[src/rtl/trivium_kiv_loader.sv]
// Byte-serial key/IV loader for a Trivium core: gathers 10 key + 10 IV bytes, then runs Krdy/Drdy to Done.
// Optional TRIVIUM_LOADER_KEYREUSE_EN adds Bivonly so a load can refresh only the IV and keep the key.
module trivium_kiv_loader (
  input  logic        CLK,
  input  logic        RSTn,
  input  logic [7:0]  Bin,
  input  logic        Bvld,
  input  logic        Bfirst,
`ifdef TRIVIUM_LOADER_KEYREUSE_EN
  input  logic        Bivonly,
`endif
  output logic        Brdy,
  output logic [79:0] Kout,
  output logic [79:0] Ivout,
  output logic        Krdy,
  output logic        Drdy,
  input  logic        BSY,
  input  logic        Kvld,
  input  logic        Dvld,
  output logic        Done,
  output logic        Err,
  output logic [2:0]  dbg_state
);

  // Handshake: the host byte transfers on a rising CLK edge where Bvld and Brdy are both 1;
  // Brdy depends only on state, never on Bvld, so the host may hold Bvld while waiting.
  localparam logic [2:0] ST_IDLE = 3'd0;
  localparam logic [2:0] ST_KEY  = 3'd1;
  localparam logic [2:0] ST_IV   = 3'd2;
  localparam logic [2:0] ST_LDK  = 3'd3;
  localparam logic [2:0] ST_WKV  = 3'd4;
  localparam logic [2:0] ST_LDD  = 3'd5;
  localparam logic [2:0] ST_WBSY = 3'd6;
  localparam logic [2:0] ST_WDV  = 3'd7;

  logic [2:0]  state_q, state_d;
  logic [3:0]  cnt_q, cnt_d;
  logic [79:0] kout_q, kout_d;
  logic [79:0] ivout_q, ivout_d;
  logic        krdy_q, krdy_d;
  logic        drdy_q, drdy_d;
  logic        done_q, done_d;
  logic        err_q, err_d;
  logic        accept;
  logic        iv_only;

`ifdef TRIVIUM_LOADER_KEYREUSE_EN
  assign iv_only = Bivonly;
`else
  assign iv_only = 1'b0;
`endif

  assign Brdy   = (state_q == ST_IDLE) || (state_q == ST_KEY) || (state_q == ST_IV);
  assign accept = Bvld & Brdy;

  always_comb begin
    state_d = state_q;
    cnt_d   = cnt_q;
    kout_d  = kout_q;
    ivout_d = ivout_q;
    err_d   = 1'b0;
    done_d  = 1'b0;
    case (state_q)
      ST_IDLE, ST_KEY, ST_IV: begin
        if (accept) begin
          if (Bfirst) begin
            // A first-byte marker restarts the load; stale bytes are simply overwritten later.
            cnt_d = 4'd1;
            if (iv_only) begin
              ivout_d[7:0] = Bin;
              state_d      = ST_IV;
            end else begin
              kout_d[7:0] = Bin;
              state_d     = ST_KEY;
            end
          end else if (state_q == ST_IDLE) begin
            err_d = 1'b1;
          end else if (state_q == ST_KEY) begin
            for (int i = 0; i < 10; i++) begin
              if (cnt_q == 4'(i)) kout_d[8*i +: 8] = Bin;
            end
            if (cnt_q == 4'd9) begin
              cnt_d   = 4'd0;
              state_d = ST_IV;
            end else begin
              cnt_d = cnt_q + 4'd1;
            end
          end else begin
            for (int i = 0; i < 10; i++) begin
              if (cnt_q == 4'(i)) ivout_d[8*i +: 8] = Bin;
            end
            if (cnt_q == 4'd9) begin
              cnt_d   = 4'd0;
              state_d = ST_LDK;
            end else begin
              cnt_d = cnt_q + 4'd1;
            end
          end
        end
      end
      ST_LDK:  state_d = ST_WKV;
      ST_WKV:  if (Kvld) state_d = ST_LDD;
      ST_LDD:  state_d = ST_WBSY;
      ST_WBSY: if (BSY) state_d = ST_WDV;
      ST_WDV: begin
        if (Dvld) begin
          done_d  = 1'b1;
          state_d = ST_IDLE;
        end
      end
      default: state_d = ST_IDLE;
    endcase
  end

  // Krdy coincides with the LDK state; Drdy is issued on leaving LDD, so the two never overlap.
  assign krdy_d = (state_d == ST_LDK);
  assign drdy_d = (state_q == ST_LDD);

  always_ff @(posedge CLK or negedge RSTn) begin
    if (!RSTn) begin
      state_q <= ST_IDLE;
      cnt_q   <= 4'd0;
      kout_q  <= 80'd0;
      ivout_q <= 80'd0;
      krdy_q  <= 1'b0;
      drdy_q  <= 1'b0;
      done_q  <= 1'b0;
      err_q   <= 1'b0;
    end else begin
      state_q <= state_d;
      cnt_q   <= cnt_d;
      kout_q  <= kout_d;
      ivout_q <= ivout_d;
      krdy_q  <= krdy_d;
      drdy_q  <= drdy_d;
      done_q  <= done_d;
      err_q   <= err_d;
    end
  end

  assign Kout      = kout_q;
  assign Ivout     = ivout_q;
  assign Krdy      = krdy_q;
  assign Drdy      = drdy_q;
  assign Done      = done_q;
  assign Err       = err_q;
  assign dbg_state = state_q;

endmodule

[config.mk]
export PLATFORM = sky130hd
export DESIGN_NAME = trivium_kiv_loader
export DESIGN_NICKNAME = d
export VERILOG_FILES = /design/src/rtl/trivium_kiv_loader.sv
export SDC_FILE = /design/constraint.sdc
export NUM_CORES = 1
export LEC_CHECK = 0
export CORE_AREA = 2 2 142 144
export CTS_CLUSTER_DIAMETER = 120
export DETAILED_ROUTE_END_ITERATION = 12
export DIE_AREA = 0 0 144 146
export PLACE_DENSITY_LB_ADDON = 0.08
export SLEW_MARGIN = 20
export SYNTH_ARGS = -nofsm -noshare
export SYNTH_HDL_FRONTEND = slang
export SYNTH_SLANG_ARGS = --single-unit
[constraint.sdc]
create_clock -name CLK -period 2.7 [get_ports CLK]
set_input_delay 0.675 -clock CLK [delete_from_list [all_inputs] [get_ports CLK]]
set_output_delay 0.675 -clock CLK [all_outputs]
set_load 0.02 [all_outputs]
==> metrics.md <==
| Metric | Value |
|---|---|
| Vias in the first global route | `4808` |
| First-pass GRT wire length | `28.64 mm` |
| Met2 Use GR | `0.2988` |
| Cts bufs inserted | `17` |
| I/O pins | `183` |
| Syn_nets | `465` |
| Mapped cell area | `6760 um2` |
| Status | `completed` |
| Final hold vios | `0` |
| Met1 usage | `0.2362` |
| Leak Pwr | `0.004559 uW` |
| Vias | `4509` |
| Count of non-filler cells in the finished layout | `939` |
| Violation count after the first detailed-route iteration | `226` |
| Top post-synthesis cells by area | `dfrtp_1 (63%), mux2_2 (26%), clkbuf_1 (1.3%), nor4_4 (0.94%), nand2_1 (0.89%)` |
| Pre-CTS setup slack | `-0.1330 ns` |
| CTS Buffer Depth | `2` |
| DP HPWL | `12.35 mm` |
| Hold_buf cts | `0` |
| Setup Skew | `0.01146 ns` |
| Total placed cells including tap cells | `908` |
| Final cycle utilization of the critical path | `0.9394` |
| Total power | `8177 uW` |
| Slew margin rel. | `0.6259` |
| DRT antenna net count | `0` |
| Clock sinks | `171` |
| WL per Instance | `19.57 um` |
| Crit path kind | `reg -> out` |
| Pwr dens | `841.1 nW/um2` |
| Flop2flop setup slack | `0.52 ns` |
| CP Launch Type | `flop` |
| Netlist cell types | `38` |
| Period minus WS final | `2.536 ns` |
| GP Congestion | `0.7746` |
| GR Util All Layers | `0.1834` |
| Fin nets | `677` |
| H-tree levels | `4` |
| PnR worst setup slack | `0.1637 ns` |
| Count of buffers from port buffering | `182` |
| Critical Path AT | `1.86 ns` |
| Largest net degree at the start of global routing | `63` |
| TritonCTS clock tree | `built` |
| Worst hold path class | `in -> async` |
| DRC Markers | `0` |
| CTS root buffer | `clkbuf_16` |
| RSZ-0062 raised after global routing | `false` |
| VDD IR max | `0.0005343 V` |
| Fraction of layout cells with a size suffix above 1 | `0.3531` |
| Row count | `51` |
| Ant diodes | `0` |
| Worst EP required | `2.03 ns` |
| Avg Cell Area, Syn | `15.02 um2` |
| Asr flop ratio synth | `1.000` |
| Number of synthesized flops with an enable pin | `0` |
| Post-Route WL | `18.37 mm` |
| Max FO, Critical Path | `7` |
| # resized after CTS | `0` |
| Register area share after synthesis | `0.6330` |
| Area grow syn2layout | `43.81%` |
| Die height | `146 um` |
| Top Usage Layer GRT | `met2` |
| F_max | `394.3 MHz` |
| Area leader, netlist | `dfrtp_1` |
| Post-CTS Setup Bufs | `0` |
| Max Slew Vio Count | `0` |
| Max-cap violations | `0` |
| Tightest Pin Transition | `0.5611 ns` |
| Worst skew pair latency | `0.42 ns` |
| Remaining Overflow, GRT | `0` |
| Synth top area share | `0.6330` |
| Die width | `144 um` |
| Initial Utilization | `0.3496` |
| DRT Pass-1 Iters | `4` |
| Gate Count Post-Synth | `450` |
| # setup viols final | `0` |
| Core area | `19330 um2` |
| Predominant post-synthesis flop cell | `dfrtp_1` |
| Initial antenna violation count | `0` |
| M3 GR Usage | `0.05791` |
| Ys Warns | `0` |
| Die area | `21020 um2` |
| Vias per Instance | `4.802` |
| CTS clk-pin slew, worst paths | `0.06 ns` |
| Crit end category | `output port` |
| FF+latch count, synth | `171` |
## cell type report
class / count / area [um2]
fillers: 1736 / 9613
flip-flops and latches: 171 / 4279
multi-input cells: 247 / 2354
repair buffers: 221 / 2166
clock buffers: 21 / 460.4
well taps: 265 / 331.6
clock inverters: 10 / 116.4
inverters: 4 / 15.01
## registers in the layout, indices dropped and copies added (netlist names)
signal	count
Krdy	1
Done	1
cnt_q	4
Ivout	80
Err	1
dbg_state	3
Kout	80
Drdy	1
## cell usage in the layout, fill, tap and decap left out, types with 4 or more instances in the layout
| cell type | synthesis | layout |
|---|---|---|
| nor2_1 | 13 | 13 |
| clkbuf_16 | 0 | 17 |
| o21ai_0 | 8 | 8 |
| inv_1 | 4 | 4 |
| buf_12 | 0 | 4 |
| nand2b_1 | 5 | 5 |
| mux2_2 | 158 | 158 |
| buf_4 | 1 | 35 |
| nand2_1 | 16 | 16 |
| nor2b_1 | 7 | 7 |
| clkdlybuf4s50_1 | 0 | 181 |
| nand3_1 | 4 | 4 |
| dfrtp_1 | 171 | 171 |
## per-layer routing
layer | up-vias | wire, um
met4 | 0 | 189
li1 | 2013 | -
met2 | 120 | 9085
met3 | 11 | 1116
met5 | - | 0
met1 | 2365 | 7982
## logic make-up after synthesis
kind of cell / Yosys count / share of synthesized area
buffers and inverters: 32 / 0.01888
DFF: 171 / 0.6330
muxes: 161 / 0.2680
AOI/OAI and AO/OA: 18 / 0.01777
xor gates and xnor gates: 1 / 0.001296
and+or+nand+nor: 67 / 0.06108
## critical path, stage by stage (launching register included)
cell and delay, ns:
dfrtp_1 0.37, and2_1 0.24, nor2_1 0.20, clkdlybuf4s50_1 0.64
## worst paths after layout
| check | from | endpoint | cells past startpoint |
|---|---|---|---|
| max | dbg_state[0]$_DFF_PN0_ | Brdy | 3 |
| min | RSTn | Kout[30]$_DFFE_PN0P_ | 1 |
| max reg2reg | dbg_state[2]$_DFF_PN0_ | Ivout[29]$_DFFE_PN0P_ | 6 |
| min reg2reg | Kout[46]$_DFFE_PN0P_ | Kout[46]$_DFFE_PN0P_ | 1 |
| max in group asynchronous | RSTn | Kout[68]$_DFFE_PN0P_ | 2 |
| min in group CLK | Kout[46]$_DFFE_PN0P_ | Kout[46]$_DFFE_PN0P_ | 1 |
## where the power goes
part | leakage (uW) | internal, uW | switching (uW)
logic | 0.00194 | 1220 | 1270
clock network | 0.000279 | 1410 | 987
registers | 0.00234 | 3000 | 290
## synth_stat cells, drive strengths merged, types with 2 or more instances
library cell and instances:
a31oi 2, buf 3, clkbuf 25, dfrtp 171, inv 4, mux2 160, nand2 19, nand2b 5
nand3 5, nand4 2, nor2 13, nor2b 7, nor3 5, nor4 5, o21ai 8, o41ai 2
## metrics by stage
| stage | utilization | instance area [um2] | setup TNS (ns) | hold WS (ns) |
|---|---|---|---|---|
| floorplan | - | 6760 | 0 | 0.3794 |
| global placement | 0.4730 | 9145 | -6.060 | 0.4824 |
| global route | 0.5028 | 9722 | 0 | 0.2462 |
| CTS | 0.5028 | 9722 | 0 | 0.2319 |
| finish | 0.5028 | 9722 | 0 | 0.2130 |
| detailed placement | 0.4730 | 9145 | -3.483 | 0.4872 |
(Power assumes the default switching activity.)
